<file path="config.mk">
export PLATFORM = sky130hd
export DESIGN_NAME = tick_edge_sequencer
export DESIGN_NICKNAME = d
export VERILOG_FILES = /design/src/rtl/tick_pkg.sv /design/src/rtl/evt_fifo.sv /design/src/rtl/tick_edge_sequencer.sv
export SDC_FILE = /design/constraint.sdc
export NUM_CORES = 1
export LEC_CHECK = 0
export CAP_MARGIN = 10
export CORE_ASPECT_RATIO = 0.7
export CORE_MARGIN = 4
export CORE_UTILIZATION = 58
export DETAILED_ROUTE_END_ITERATION = 10
export PLACE_DENSITY_LB_ADDON = 0.25
export SETUP_SLACK_MARGIN = 0.15
export SLEW_MARGIN = 20
export SYNTH_ARGS = -nofsm -noshare
export SYNTH_HDL_FRONTEND = slang
export SYNTH_HIERARCHICAL = 1
export SYNTH_SLANG_ARGS = --single-unit
</file>
<file path="constraint.sdc">
create_clock -name clk -period 6.5 [get_ports clk]
set_input_delay 1.3 -clock clk [delete_from_list [all_inputs] [get_ports clk]]
set_output_delay 1.3 -clock clk [all_outputs]
set_load 0.005 [all_outputs]
</file>
<file path="src/rtl/tick_pkg.sv">
// rtl/tick_pkg.sv - shared types and defaults for the tick edge sequencer
package tick_pkg;

    // Default width of the cycle counter and of the event cycle field.
    localparam int TICK_CNT_W = 16;

    // Default cycle number above which an event is flagged as the last one.
    localparam int TICK_LIMIT = 20;

    // Default event FIFO depth in entries (power of 2, at least 2).
    localparam int TICK_DEPTH = 2;

    // One queued event: cycle number, its parity and the final-event flag.
    typedef struct packed {
        logic [TICK_CNT_W-1:0] cyc;
        logic                  odd;
        logic                  last;
    } evt_t;

    // Build an event from a cycle number; last when the number exceeds limit.
    function automatic evt_t make_evt(input logic [TICK_CNT_W-1:0] n,
                                      input logic [TICK_CNT_W-1:0] limit);
        evt_t e;
        e.cyc  = n;
        e.odd  = n[0];
        e.last = (n > limit);
        return e;
    endfunction

endpackage

</file>
<file path="src/rtl/evt_fifo.sv">
// rtl/evt_fifo.sv - small valid/ready event FIFO with full-with-pop push
module evt_fifo
    import tick_pkg::*;
#(
    parameter int  DEPTH = TICK_DEPTH,
    parameter type T     = evt_t
) (
    input  logic clk,
    input  logic rst,
    input  logic push,
    input  T     push_data,
    output logic full,
    input  logic pop,
    output T     head,
    output logic valid
);

    localparam int PTR_W = (DEPTH > 1) ? $clog2(DEPTH) : 1;
    localparam int OCC_W = $clog2(DEPTH + 1);

    T                 mem [DEPTH];
    logic [PTR_W-1:0] wr_ptr;
    logic [PTR_W-1:0] rd_ptr;
    logic [OCC_W-1:0] count;
    logic             do_push;
    logic             do_pop;

    assign valid   = (count != '0);
    assign full    = (count == OCC_W'(DEPTH));
    assign do_pop  = pop & valid;
    // A full FIFO still takes a push when the head leaves in the same cycle.
    assign do_push = push & (~full | do_pop);

    // Head reads zero when empty so stale storage never shows on the outputs.
    always_comb begin
        head = '0;
        if (valid) begin
            head = mem[rd_ptr];
        end
    end

    // Storage write; payload needs no reset because valid masks it.
    always_ff @(posedge clk) begin
        if (do_push) begin
            mem[wr_ptr] <= push_data;
        end
    end

    // Pointers wrap naturally since DEPTH is a power of 2; occupancy tracks push/pop.
    always_ff @(posedge clk) begin
        if (rst) begin
            wr_ptr <= '0;
            rd_ptr <= '0;
            count  <= '0;
        end else begin
            if (do_push) begin
                wr_ptr <= wr_ptr + 1'b1;
            end
            if (do_pop) begin
                rd_ptr <= rd_ptr + 1'b1;
            end
            case ({do_push, do_pop})
                2'b10:   count <= count + 1'b1;
                2'b01:   count <= count - 1'b1;
                default: count <= count;
            endcase
        end
    end

endmodule

</file>
<file path="src/rtl/tick_edge_sequencer.sv">
// rtl/tick_edge_sequencer.sv - counts tick rising edges and queues cycle events
module tick_edge_sequencer
    import tick_pkg::*;
#(
    parameter int CNT_W = TICK_CNT_W,
    parameter int LIMIT = TICK_LIMIT,
    parameter int DEPTH = TICK_DEPTH
) (
    input  logic             clk,
    input  logic             rst,
    input  logic             enable,
    input  logic             tick_in,
    output logic             evt_valid,
    input  logic             evt_ready,
    output logic [CNT_W-1:0] evt_cyc,
    output logic             evt_odd,
    output logic             evt_last,
    output logic [CNT_W-1:0] cyc_count,
    output logic             finished,
    output logic             overflow
);

    // Event layout sized by this instance's counter width.
    typedef struct packed {
        logic [CNT_W-1:0] cyc;
        logic             odd;
        logic             last;
    } seq_evt_t;

    localparam logic [CNT_W-1:0] LIMIT_C = CNT_W'(LIMIT);

    logic             tick_prev;
    logic             rise;
    logic             count_evt;
    logic [CNT_W-1:0] next_cyc;
    logic             pop;
    logic             fifo_full;
    logic             drop;
    seq_evt_t         new_evt;
    seq_evt_t         head_evt;

    // A counted edge is a rising tick while enabled and not yet finished.
    assign rise      = tick_in & ~tick_prev;
    assign count_evt = rise & enable & ~finished;
    assign next_cyc  = cyc_count + 1'b1;
    assign pop       = evt_valid & evt_ready;
    // Dropped when the FIFO is full and nothing leaves this cycle.
    assign drop      = count_evt & fifo_full & ~pop;

    // Payload of the event that the current edge would generate.
    always_comb begin
        new_evt      = '0;
        new_evt.cyc  = next_cyc;
        new_evt.odd  = next_cyc[0];
        new_evt.last = (next_cyc > LIMIT_C);
    end

    evt_fifo #(
        .DEPTH (DEPTH),
        .T     (seq_evt_t)
    ) u_evt_fifo (
        .clk       (clk),
        .rst       (rst),
        .push      (count_evt),
        .push_data (new_evt),
        .full      (fifo_full),
        .pop       (pop),
        .head      (head_evt),
        .valid     (evt_valid)
    );

    assign evt_cyc  = head_evt.cyc;
    assign evt_odd  = head_evt.odd;
    assign evt_last = head_evt.last;

    // Edge history always follows tick_in so held levels never count later.
    always_ff @(posedge clk) begin
        if (rst) begin
            tick_prev <= 1'b0;
        end else begin
            tick_prev <= tick_in;
        end
    end

    // Cycle counter advances on every counted edge, even when the event drops.
    always_ff @(posedge clk) begin
        if (rst) begin
            cyc_count <= '0;
        end else if (count_evt) begin
            cyc_count <= next_cyc;
        end
    end

    // Sticky status: finished on generating the last event, overflow on a drop.
    always_ff @(posedge clk) begin
        if (rst) begin
            finished <= 1'b0;
            overflow <= 1'b0;
        end else begin
            if (count_evt && new_evt.last) begin
                finished <= 1'b1;
            end
            if (drop) begin
                overflow <= 1'b1;
            end
        end
    end

endmodule

</file>
==> results.toml <==
[route]
route.detailed.drc = 0
via_per_inst = 5.305
dr.pass1.iters = 4
detail_route.wirelength_um = 5541
routedWlPerCell_um = 14.94
num_vias = 1968
drt_iter0_drc = 133
ant_nets = 0

[clock_network]
cts-buffers-inserted = 9
path_clk_slew_ns = 0.06
clock-root-buffer = "clkbuf_8"
postCtsHoldBufs = 0
clock_path_buffers = 2
clkSinkCount = 60
clkLatencyLatePin_ns = 0.34
post_cts_resized = 0
cts_tree = "done"
cts_setup_buffers = 0
cts_max_level = 3

[sta]
skew_ns = 0.01052
maxSlewHeadroom = 0.3167
period_needed_ns = 3.551
min_period_over_period = 0.5463
drv_slew = 0
rsz0062_at_grt = "false"
tns_ns = 0
finalHoldViolCount = 0
worst_pin_slew_ns = 1.024
setup_violations = 0
fmax_ghz = 0.2816

[die]
initial_core_util = 0.6024
io_pins = 42
die_area_um2 = 6207
num_rows = 21
coreArea_um2 = 4808
die_h_um = 67.13
die_x_um = 92.47

[yosys]
avgSynthCellArea_um2 = 11.06
synth_cell_types = 47
netlist_area_um2 = 2897
synth-seq-area-share = 0.5391
synthesis.nets = 269
ys_warn_count = 6
ys_ff_latch = 60
synthCells = 262

[setup_path]
critPathArrivalTime_ns = 2.25
cpPeakStageDelay_ns = 1.00
cp-start-kind = "register"
crit_fanout = 18
critPathSlowestCell = "dfxtp_1"
path_class = "register to output port"
required_ns = 5.20
path_cells = "mux2i_1 > nor2_1 > clkdlybuf4s50_1"
endpoint_kind = "output port"

[pwr]
irDropWorstVdd_mv = 0.1292
p_leak_uw = 0.001215
cellPowerDensity_nw_per_um2 = 237.8

[global_routing]
grt_usage = 0.2031
grt_max_degree = 27
gr-total-overflow = 0
antenna_found_initial = 0
grt_pass1_vias = 1941
grt_pass1_wl_um = 9377

[layout]
antenna_cells = 0
syn_to_final_growth_pct = 20.09
finalInstanceArea_um2 = 3478
layout-drive-gt1-share = 0.09603
fin_nets = 305

[placement]
dp_hpwl_um = 3834
portBuffers = 41
routabilityCongestion = 0.7954
placed_area_um2 = 3274

[min_path]
hold_class = "register to register"

[run_status]
outcome = "complete, no violations"

[flow_run]
drv_cap = 0
## logic make-up after synthesis
kind of cell    Yosys count  synth area share
flops                    60            0.5391
xor+xnor                 28           0.08466
compound gates           26           0.05918
fa+ha+maj                 2          0.008638
mux                      20           0.07127
buf+inv                  29           0.06047
simple gates             97            0.1767
## synth_stat cells (all sizes together)
master    n  area share
a22o      1      0.0030
inv      11       0.014
a211oi    2      0.0052
mux2      2      0.0091
nor3      3      0.0052
or2       2      0.0052
edfxtp   36        0.37
nand4bb   1      0.0039
o21ai     7       0.012
a221oi    1      0.0030
ha        2      0.0086
nand2    17       0.022
mux2i    18       0.062
o211ai    1      0.0026
nand3b    2      0.0052
a22oi     1      0.0026
o211a     1      0.0035
nor2     45       0.059
o31ai     1      0.0073
dfxtp    24        0.17
or3       9       0.021
and2      1      0.0022
a21oi     9       0.016
nand3     8       0.020
clkbuf   11       0.029
and4      1      0.0030
a31oi     1      0.0022
nor4      3       0.014
nand4     4       0.014
buf       7       0.017
nor2b     1      0.0022
xnor2    12       0.036
o22ai     1      0.0022
xor2     16       0.048
## registers in the layout, summed over array words and instances, names as in the netlist, named ones only
register	count
u_evt_fifo/mem	36
cyc_count	16
u_evt_fifo/count	2
finished	1
overflow	1
tick_prev	1
u_evt_fifo/rd_ptr	1
u_evt_fifo/wr_ptr	1
## worst max-delay path: cells and delay by family (launching register included)
kind	cells	cell delay [ns]
DFF	1	1.00
and+or+nand+nor	1	0.17
buffers and inverters	1	0.55
muxes	1	0.20
## cell type report
cell class | count | area (um2)
Clock buffer | 9 | 123.9
Timing Repair Buffer | 43 | 425.4
Multi-Input combinational cell | 173 | 1160
Fill cell | 347 | 1330
Inverter | 11 | 41.29
Tap cell | 69 | 86.33
Clock inverter | 6 | 80.08
Sequential cell | 60 | 1562
## power by group
part	internal, uW	switching, uW	leakage, uW	total, uW
Combinational	29.4	29.1	0.000586	58.5
Clock	210	141	0.000100	351
Sequential	411	6.87	0.000529	418
## path summary, 6_finish.rpt
check	depth (start not counted)	startpoint	slack, ns	to
hold reg to reg	2	overflow	0.47	overflow
setup / recovery	3	register	2.95	evt_cyc[13]
hold / removal	2	overflow	0.47	overflow
setup reg to reg	8	u_evt_fifo/count[0]	3.99	u_evt_fifo/count[1]
## cells in the final DEF, fill, tap and decap left out, types with 9 or more instances in the layout
cell type	n
xor2_1	16
clkdlybuf4s50_1	41
a21oi_1	9
edfxtp_1	36
inv_1	9
xnor2_1	12
dfxtp_1	24
clkbuf_8	9
nor2_1	44
nand2_1	17
mux2i_1	18
## per-layer routing
| metal | GRT usage | part of all wire | vias to the layer above |
|---|---|---|---|
| li1 | - | - | 986 |
| met1 | 0.2719 | 0.47 | 910 |
| met2 | 0.3017 | 0.44 | 64 |
| met3 | 0.07562 | 0.071 | 8 |
| met4 | 0.07778 | 0.017 | 0 |
| met5 | 0 | 0 | - |
## metrics by stage
stage | hold WS [ns] | utilization | total power [uW] | cells | setup WS [ns]
finish | 0.4660 | 0.7234 | 827.3 | 371 | 2.949
detailed placement | 0.4558 | 0.6810 | 484.6 | 356 | 2.848
global route | 0.4940 | 0.7234 | 856.4 | 371 | 2.822
floorplan | 0.4605 | - | 456.1 | 262 | 3.551
global placement | 0.4597 | 0.6810 | 483.0 | 356 | 2.928
CTS | 0.4704 | 0.7234 | 834.7 | 371 | 2.908
No activity file was read; power rests on OpenSTA's default activity.
